### src/rtl/cia_interrupt.sv
// CIA interrupt control register: latches timer/TOD/serial/FLAG events, applies the mask and drives IRQ.
// Define CIA_OLD_IRQ_DELAY_EN for old-6526 timing (one extra PHI2 stage before irq_n falls).
module cia_interrupt (
  input  logic       clk,
  input  logic       res,
  input  logic       phi2_dn,
  input  logic       icr_w,
  input  logic       icr_r,
  input  logic [7:0] data,
  input  logic       ta_int,
  input  logic       tb_int,
  input  logic       alarm,
  input  logic       sp_int,
  input  logic       flag_n,
  output logic [7:0] icr,
  output logic       irq_n
);

  logic [4:0] flags_q, flags_d;
  logic [4:0] mask_q, mask_d;
  logic [4:0] ev;
  logic       ir_q, ir_d;
  logic       irq_q, irq_d;
  logic       flag_n_prev_q;
  logic       pending;
  logic       new_masked;
  logic       data_unused;

  assign data_unused = &{1'b0, data[6:5]};

`ifdef CIA_OLD_IRQ_DELAY_EN
  logic irq_dly_q, irq_dly_d;
`endif

  always_comb begin
    ev      = {~flag_n & flag_n_prev_q, sp_int, alarm, tb_int, ta_int};
    // A read clears the latched flags, but an event in the same cycle survives.
    flags_d = (icr_r ? 5'b0 : flags_q) | ev;
    mask_d  = mask_q;
    if (icr_w) begin
      mask_d = data[7] ? (mask_q | data[4:0]) : (mask_q & ~data[4:0]);
    end
    pending    = |(flags_q & mask_q);
    new_masked = |(ev & mask_d);
    ir_d       = (|(flags_d & mask_d)) | (ir_q & ~icr_r);
`ifdef CIA_OLD_IRQ_DELAY_EN
    // Extra stage only on the set path; deassertion still follows pending directly.
    irq_dly_d = icr_r ? new_masked : pending;
    irq_d     = icr_r ? 1'b0 : (irq_dly_q & pending);
`else
    irq_d     = icr_r ? new_masked : pending;
`endif
  end

  always_ff @(posedge clk) begin
    if (res) begin
      flags_q       <= '0;
      mask_q        <= '0;
      ir_q          <= 1'b0;
      irq_q         <= 1'b0;
      flag_n_prev_q <= 1'b1;
`ifdef CIA_OLD_IRQ_DELAY_EN
      irq_dly_q     <= 1'b0;
`endif
    end else if (phi2_dn) begin
      flags_q       <= flags_d;
      mask_q        <= mask_d;
      ir_q          <= ir_d;
      irq_q         <= irq_d;
      flag_n_prev_q <= flag_n;
`ifdef CIA_OLD_IRQ_DELAY_EN
      irq_dly_q     <= irq_dly_d;
`endif
    end
  end

  assign icr   = {ir_q, 2'b00, flags_q};
  assign irq_n = ~irq_q;

endmodule

### config.mk
export PLATFORM = sky130hd
export DESIGN_NAME = cia_interrupt
export DESIGN_NICKNAME = d
export VERILOG_FILES = /design/src/rtl/cia_interrupt.sv
export SDC_FILE = /design/constraint.sdc
export NUM_CORES = 1
export LEC_CHECK = 0
export CAP_MARGIN = 15
export CORE_MARGIN = 4
export CORE_UTILIZATION = 45
export DETAILED_ROUTE_END_ITERATION = 7
export PLACE_DENSITY_LB_ADDON = 0.2
export SYNTH_ARGS = -nofsm -noshare
export SYNTH_HDL_FRONTEND = slang
export SYNTH_SLANG_ARGS = --single-unit
### constraint.sdc
create_clock -name clk -period 2.9 [get_ports clk]
set_clock_uncertainty 0.2 [all_clocks]
set_input_delay 0.29 -clock clk [delete_from_list [all_inputs] [get_ports clk]]
set_output_delay 0.29 -clock clk [all_outputs]
set_load 0.02 [all_outputs]
==> results of run 1 <==
[cell families (layout without fill, tap and decap cells)]
kind of cell    after synthesis  in the layout
simple gates                 28             28
flops                        13             13
mux                           8              8
buf+inv                      10             29
other cells                   1              2
compound gates               21             21
[through the flow]
stage          setup slack [ns]  hold slack [ns]  utilization, %
2_1_floorplan              1.12            0.169               -
3_3_place_gp              0.454            0.252            60.3
3_5_place_dp              0.453            0.255            60.3
4_1_cts                   0.736            0.267            62.0
5_1_grt                   0.671            0.284            62.0
6_report                  0.744            0.265            62.0
[state kept, by name, indices dropped and copies added, names as in the netlist]
name,cells
flag_n_prev_q,1
flags_q,5
ir_q,1
irq_q,1
mask_q,5
[layout by cell type (no fill, tap or decap), types with 2 or more instances in the layout]
cell	netlist	layout
nand2_1	6	6
clkdlybuf4s50_1	0	22
nand3_1	6	6
a22oi_1	7	7
mux2i_1	4	4
a22o_1	2	2
conb_1	1	2
mux2_2	3	3
inv_1	3	3
a21oi_1	3	3
clkbuf_4	0	3
dfxtp_1	13	13
nor2_1	12	12
[where the power goes]
group,internal [mW],switching [mW]
registers,0.189,0.00885
logic,0.0522,0.0457
clock network,0.0532,0.0583
[cell usage after synthesis, types with 2 or more instances]
| library cell | number | area [um2] |
|---|---|---|
| buf_4 | 4 | 30.0 |
| inv_1 | 3 | 11.3 |
| a22o_1 | 2 | 17.5 |
| nor2_1 | 12 | 45.0 |
| nand3_1 | 6 | 30.0 |
| clkbuf_1 | 2 | 7.51 |
| dfxtp_1 | 13 | 260 |
| mux2i_1 | 4 | 40.0 |
| a22oi_1 | 7 | 52.6 |
| a21oi_1 | 3 | 15.0 |
| mux2_2 | 3 | 33.8 |
| nand2_1 | 6 | 22.5 |
[per-layer routing]
| layer | share of wire, % | GRT usage [%] |
|---|---|---|
| met4 | 0.67 | 3.23 |
| met3 | 5.3 | 4.51 |
| met1 | 48 | 20.2 |
| met2 | 46 | 25.3 |
| met5 | 0 | 0 |
[final cells by class]
cell class | count | area, um2 | area share, %
inverter | 3 | 11.3 | 1.20
tap | 16 | 20.0 | 2.14
timing repair buffer | 22 | 220 | 23.6
multi-input combinational | 59 | 397 | 42.4
clock buffer | 4 | 26.3 | 2.81
sequential | 13 | 260 | 27.8
[worst min path at each step]
stage	to
5_1_grt	irq_q$_SDFFE_PP0P_
2_1_floorplan	mask_q[0]$_SDFFE_PP0P_
3_5_place_dp	irq_q$_SDFFE_PP0P_
3_3_place_gp	irq_q$_SDFFE_PP0P_
4_1_cts	irq_q$_SDFFE_PP0P_
6_report	irq_q$_SDFFE_PP0P_
[worst max-delay path, cell delays in order]
cell and delay (ns):
clkdlybuf4s50_1 0.70, nand2_4 0.07, mux2_4 0.31, a221o_1 0.38, o311ai_2 0.25, a21oi_1 0.09
==> out/qor.csv, run 1 <==
stage;metric;value;unit
setup_path;path_max_fanout;10;
cts;cts_tree;done;
placed_design;gp_congestion;0.750;
cts;cts_buffers;3;
final_layout;nNetsFinal;120;
synth;synth_edf_count;0;
floorplan;die_y;47.8;um
cts;cts.sinks;13;
synth;synth-compound-area-share;24.0;%
synth;synthSimpleGateAreaFrac;18.1;%
final_layout;drive_gt1_share;11.9;%
detailed_routing;dr.pass1.iters;3;
hold_path;min-delay-start;irq_q$_SDFFE_PP0P_;
setup_path;required;2.84;ns
grt;overflow;0;
sta;post-route-period-util;74.3;%
synth;synth_area_per_cell;8.80;um2
sta;hold_viol_final;0;
detailed_routing;drcViolationCount;0;
floorplan;rows;14;
synth;yosysSeqAreaShare;36.5;%
detailed_routing;num_vias;639;
floorplan;core_area;1510;um2
sta;final.min_clock_period;2.16;ns
final_layout;final_cells;117;
synth;syn-instance-count;81;
final_layout;fillers;159;
setup_path;endpoint_kind;flop;
synth;ys_ff_latch;13;
final_layout;fin_area;935;um2
grt;antenna_found_initial;0;
floorplan;die_w;47.8;um
synth;yosys_warnings;0;
floorplan;initial_core_util;47.3;%
synth;synthDistinctLibCells;28;
setup_path;cp_data_arrival_time;2.10;ns
placed_design;hpwlAfterDp;1.23;mm
placed_design;dp_cells;113;
grt;grt_usage;15.5;%
floorplan;dieArea;2290;um2
setup_path;endpoint;irq_q$_SDFFE_PP0P_;
detailed_routing;wl_per_cell;13.9;um
setup_path;startpoint_type;input pin;
cts;clock_path_buffers;2;
setup_path;reg2reg_depth;4;
setup_path;reg2reg_to;irq_q$_SDFFE_PP0P_;
cts;cts_root_buf;clkbuf_4;
synth;synth_fa_ha_area_share;0;%
final_layout;diodes;0;
grt;grt_max_degree;16;
setup_path;startpoint;icr_w;
sta;slew_viol_final;0;
final_layout;syn_to_final_growth;31.1;%
cts;ctsHtreeMaxLevel;1;
sta;fmax;464;MHz
floorplan;io-pin-count;27;
sta;max_slew_margin;63.8;%
placed_design;placed_cell_area;908;um2
cts;cts-hold-fix-buffers;0;
synth;syn_area;713;um2
detailed_routing;drtIter0Drc;7;
cts;postCtsSetupBuffers;0;
synth;synth_mux_area_share;12.5;%
setup_path;worstReg2RegStart;mask_q[3]$_SDFFE_PP0P_;
grt;grt_pass1_vias;596;
placed_design;io_buffers;22;
power_and_ir_drop;power.density;436;nW/um2
setup_path;crit_type;in2reg;
hold_path;hold_path.class;reg2reg;
hold_path;min_path_cells;2;
sta;tns;0;ns
detailed_routing;via_per_inst;5.46;
power_and_ir_drop;vdd_ir_drop_max;0.309;mV
detailed_routing;antenna_left;0;
cts;clkLatencyLatePin;0.27;ns
sta;rsz0062_at_grt;no;
synth;async_flop_share;0;%
status;status;complete, no violations;
cts;cts-resized-gates;0;
cts;clkTransAtPathRegs;0.08;ns
detailed_routing;wl;1.63;mm
grt;grt_pass1_wl;2.50;mm
power_and_ir_drop;total_leakage_power;0.388;nW
synth;synthXorXnorAreaFrac;0;%
sta;worst_slew_pin_slew;0.541;ns
run;cap_violations;0;
sta;setup_viol;0;
synth;synth_flop_cell;dfxtp_1;
synth;synth_top_family_by_area;compound AO/OA/AOI/OAI gates;
power_and_ir_drop;total_power;407;uW
setup_path;rrSetupSlack;1.24;ns
No activity file was read; power rests on OpenSTA's default activity.
==> run 2, diff against run 1 <==
CORE_UTILIZATION = 38   (was 45)
clock period = 1.96 ns   (was 2.9 ns; I/O delays follow)
==> out/qor.csv, run 2 (synthesis gave the netlist of run 1 again) <==
stage;metric;value;unit;change
cts;cts-hold-fix-buffers;0;;unchanged
detailed_routing;dr.pass1.iters;4;;was 3
cts;cts_buffers;3;;unchanged
setup_path;endpoint_kind;flop;;unchanged
floorplan;core_area;1750;um2;was 1510 um2
final_layout;fillers;172;;was 159
detailed_routing;num_vias;694;;was 639
grt;grt_usage;15.1;%;was 15.5%
final_layout;top_regs;flags_q (5), mask_q (5);;unchanged
run;cap_violations;0;;unchanged
final_layout;drive_gt1_share;16.0;%;was 11.9%
cts;cts_root_buf;clkbuf_4;;unchanged
hold_path;min_path_cells;4;;was 2
power_and_ir_drop;vdd_ir_drop_max;0.557;mV;was 0.309 mV
final_layout;syn_to_final_growth;38.2;%;was 31.1%
grt;antenna_found_initial;0;;unchanged
sta;hold_viol_final;0;;unchanged
cts;clock_path_buffers;2;;unchanged
grt;grt_max_degree;9;;was 16
sta;fmax;536;MHz;
grt;overflow;0;;unchanged
setup_path;crit_cells;6;;unchanged
power_and_ir_drop;total_leakage_power;0.421;nW;was 0.388 nW
setup_path;cp_cell_sequence;clkdlybuf4s50_1, nand2_4, mux2_4, a221o_1, o311ai_2, a21oi_1;;unchanged
status;status;complete, no violations;;unchanged
floorplan;dieArea;2630;um2;was 2290 um2
floorplan;die_w;51.3;um;was 47.8 um
placed_design;hpwlAfterDp;1.35;mm;was 1.23 mm
setup_path;crit_type;in2reg;;unchanged
cts;cts_tree;done;;unchanged
hold_path;hold_path.class;in2reg;;was reg2reg
final_layout;mostFrequentLayoutCells;21 x clkdlybuf4s50_1, 13 x dfxtp_1, 12 x nor2_1;;was 22 x clkdlybuf4s50_1, 13 x dfxtp_1, 12 x nor2_1
sta;worst_hold_slack;0.218;ns;was 0.265 ns
sta;final.min_clock_period;1.87;ns;
grt;grt_pass1_vias;674;;was 596
placed_design;gp_congestion;0.800;;was 0.750
setup_path;crit_slowest_cell;clkdlybuf4s50_1;;unchanged
detailed_routing;wl;1.76;mm;was 1.63 mm
floorplan;initial_core_util;40.9;%;was 47.3%
final_layout;nNetsFinal;125;;was 120
detailed_routing;drtIter0Drc;11;;was 7
final_layout;final_common_cell;clkdlybuf4s50_1;;unchanged
grt;grt_pass1_wl;2.99;mm;was 2.50 mm
setup_path;cp_data_arrival_time;1.84;ns;was 2.10 ns
setup_path;max_stage_delay;0.53;ns;was 0.70 ns
sta;rsz0062_at_grt;no;;unchanged
cts;postCtsSetupBuffers;0;;unchanged
cts;ctsHtreeMaxLevel;1;;unchanged
setup_path;crit_family;compound AO/OA/AOI/OAI gates;;unchanged
floorplan;die_y;51.3;um;was 47.8 um
final_layout;final_util;56.5;%;was 62.0%
detailed_routing;via_per_inst;5.30;;was 5.46
floorplan;rows;15;;was 14
detailed_routing;wl_per_cell;13.5;um;was 13.9 um
setup_path;startpoint_type;input pin;;unchanged
detailed_routing;antenna_left;0;;unchanged
floorplan;io-pin-count;27;;unchanged
placed_design;io_buffers;22;;unchanged
detailed_routing;drcViolationCount;0;;unchanged
power_and_ir_drop;power.density;623;nW/um2;was 436 nW/um2
cts;clkLatencyLatePin;0.28;ns;was 0.27 ns
setup_path;reg2reg_depth;4;;unchanged
sta;setup_viol;0;;unchanged
setup_path;required;1.93;ns;was 2.84 ns
cts;clkTransAtPathRegs;0.09;ns;was 0.08 ns
sta;post-route-period-util;95.2;%;
final_layout;diodes;0;;unchanged
setup_path;path_buf_inv;1;;unchanged
cts;cts-resized-gates;0;;unchanged
setup_path;path_max_fanout;2;;was 10
sta;slew_viol_final;0;;unchanged
cts;cts.sinks;13;;unchanged
-- run 2: worst register-to-register path, stage by stage (launching register included) --
cell and delay (ns):
dfxtp_1 0.34, mux2_4 0.27, a221o_1 0.39, o311ai_2 0.26, a21oi_1 0.10
-- run 2: per-stage QoR --
stage          std cells  TNS (ns)  power [mW]  worst slack [ns]  instance area [um2]
2_1_floorplan         82         0       0.385             0.277                  717
3_3_place_gp         127    -0.346       0.451            -0.230                  957
3_5_place_dp         127    -0.411       0.452            -0.275                  957
4_1_cts              131         0       0.616            0.0160                  983
5_1_grt              131         0       0.648            0.0639                  986
6_report             131         0       0.614            0.0947                  986
-- run 2: final cells by class --
cell class / count / area, um2 / area share (%)
multi-input cells: 59 / 397 / 40.2
flip-flops and latches: 13 / 260 / 26.4
repair buffers: 27 / 260 / 26.4
well taps: 25 / 31.3 / 3.17
clock buffers: 4 / 26.3 / 2.66
inverters: 3 / 11.3 / 1.14
-- run 2: per-layer routing --
metal  vias to the layer above  routed length (um)  track usage (%)
li1                        335                   -                -
met4                         0                  21             3.93
met5                         -                   0                0
met2                        24                 813             25.1
met1                       331                 818             18.3
met3                         4                 111             5.54
-- run 2: worst paths after layout --
check | end | slack (ns) | start
worst max-delay path | irq_q$_SDFFE_PP0P_ | 0.09 | data[3]
worst min-delay path | mask_q[3]$_SDFFE_PP0P_ | 0.22 | icr_w
worst max register to register | irq_q$_SDFFE_PP0P_ | 0.29 | mask_q[3]$_SDFFE_PP0P_
worst min register to register | irq_q$_SDFFE_PP0P_ | 0.29 | irq_q$_SDFFE_PP0P_
-- run 2: report_power, final --
part           switching [mW]  internal, mW  total (mW)
logic                  0.0706        0.0836       0.154
registers              0.0134         0.279       0.293
clock network          0.0882        0.0789       0.167
total                   0.172         0.442       0.614
==> variant, RTL diff (config.mk and constraints of run 1) <==
Add a define of `CIA_OLD_IRQ_DELAY_EN`.
--- a/src/rtl/cia_interrupt.sv
+++ b/src/rtl/cia_interrupt.sv
@@ -1,5 +1,7 @@
 // CIA interrupt control register: latches timer/TOD/serial/FLAG events, applies the mask and drives IRQ.
 // Define CIA_OLD_IRQ_DELAY_EN for old-6526 timing (one extra PHI2 stage before irq_n falls).
+`define CIA_OLD_IRQ_DELAY_EN
+
 module cia_interrupt (
   input  logic       clk,
   input  logic       res,
Behaviour: not the same (Yosys sat finds a counterexample within 4 cycles, from zero or initial values).
==> variant against run 1 <==
Area after synthesis grew 5.3%; synthesized cell count grew 12%; non-clock buffer count grew 1; critical path type unchanged; sequential cell count grew 1; via count grew 15%; combinational power shrank 3.4%; wire length grew 8.6%; design area grew 6.2%; power grew 9.5%; largest power group unchanged; setup slack gained 0.14 ns; core utilization grew 2.3 points; global-route usage shrank 0.29 points.
==> variant: results (changes against run 1) <==
- Status: completed
- Clk_buf instances: 4 (unchanged)
- Commonest cells in the netlist: 14 x dfxtp_1, 11 x nor2_1, 8 x mux2i_1
- Worst-case clock buffer depth: 2 (unchanged)
- Synthesized-area fraction occupied by adder cells: 0% (unchanged)
- First-pass GRT wire length: 2990 µm (+20%)
- Pre-CTS setup slack: 0.594 ns (+0.141 ns)
- Mean Syn Cell Area: 8.25 µm² (-6.3%)
- Placer Congestion: 0.850 (+13%)
- Fillers: 134 (-16%)
- Clk tree area frac: 3.66% (+0.85 points)
- Worst path arrival time: 1.99 ns (-0.11 ns)
- Flip-flop and latch area: 280 µm² (+7.7%)
- # Post-CTS Setup Buffers: 0 (unchanged)
- Finished Layout Cells: 128 (+9.4%)
- Min-Delay Path Class: reg -> reg
- Worst-Skew Late Latency: 0.28 ns
- Overall Global Routing Usage: 15.2% (-0.29 points)
- Comb_multi_in: 66 (+12%)
- WL per Instance: 13.8 µm (-0.75%)
- Area of the multi-input gates: 409 µm² (+3.2%)
- Non-clk buf share: 23.0% (-0.61 points)
- Antenna violations before repair: 0 (unchanged)
- DP Area: 956 µm² (+5.2%)
- Peak supply drop: 0.000305 V (-1.0%)
- Largest net degree at the start of global routing: 16 (unchanged)
- CP peak stage delay: 0.61 ns (-0.09 ns)
- CP delay by family, top: buffers and inverters
- Mux cell area share after synthesis: 10.7% (-1.8 points)
- Seq cells: 14 (+1)
- Layout cells sized above 1: 6.25% (-5.6 points)
- Non-clock inverter count: 5 (+2)
- Worst-path clk slew: 0.08 ns (about the same)
- Root Buffer: clkbuf_4
- Number of global-route vias before repair: 696 (+17%)
- Cells after DPL: 124 (+9.7%)
- Multi-input gate share of total cell area: 41.2% (-1.2 points)
- Asr flop ratio synth: 0% (unchanged)
- Synth area leaders: dfxtp_1 37%, mux2i_1 11%, nor2_1 5.5%
- Area fraction in compound gates after synthesis: 25.0% (+0.96 points)
- HPWL after DPL: 1340 µm (+8.9%)
- Critical path fanouts, max: 12 (+2)
- Relative slew slack: 64.3% (+0.42 points)
- Slowest cell on crit path: clkdlybuf4s50_1
- Plain + repair buffers: 23 (+4.5%)
- Initial DRC count: 18 (+11)
- Sink Count: 14 (+1)
- Synth unique cells: 29 (+3.6%)
- Die Wd: 48.8 µm (+2.2%)
- Post-synthesis sequential area ratio: 37.3% (+0.84 points)
- Post-CTS sizing: 0 (unchanged)
- Drt pass-1 iters: 4 (+1)
- DR vias: 734 (+15%)
- Static Leak: 0.429 nW (+11%)
- # diodes: 0 (unchanged)
[variant: cell types whose count changed after synthesis, moves of 3 or more]
cell / run 1 / this run
and3_1: 0 / 3
mux2_2: 3 / 0
mux2i_1: 4 / 8
o21ai_0: 0 / 3
[variant: path summary, 6_finish.rpt]
kind	depth (start not counted)	from	end	slack [ns]
max reg2reg	5	mask_q[2]	ir_q	1.34
min	2	irq_q	irq_q	0.27
min reg2reg	2	irq_q	irq_q	0.27
max	6	icr_w	ir_q	0.88
[variant: power breakdown]
part           total, mW  internal [mW]  switching (mW)
registers          0.211          0.203         0.00816
clock network      0.140         0.0764          0.0638
logic             0.0946         0.0490          0.0455
[variant: tightest hold or removal path, delay by kind of cell, from the launching register on]
| kind | cells | cell delay [ns] |
|---|---|---|
| DFF | 1 | 0.32 |
| and+or+nand+nor | 1 | 0.06 |
| AOI/OAI and AO/OA | 1 | 0.05 |
[variant: layer usage]
metal,global-route usage (%),part of all wire [%]
met3,3.36,6.8
met2,25.7,47
met1,18.7,44
met5,0,0
met4,5.38,1.4
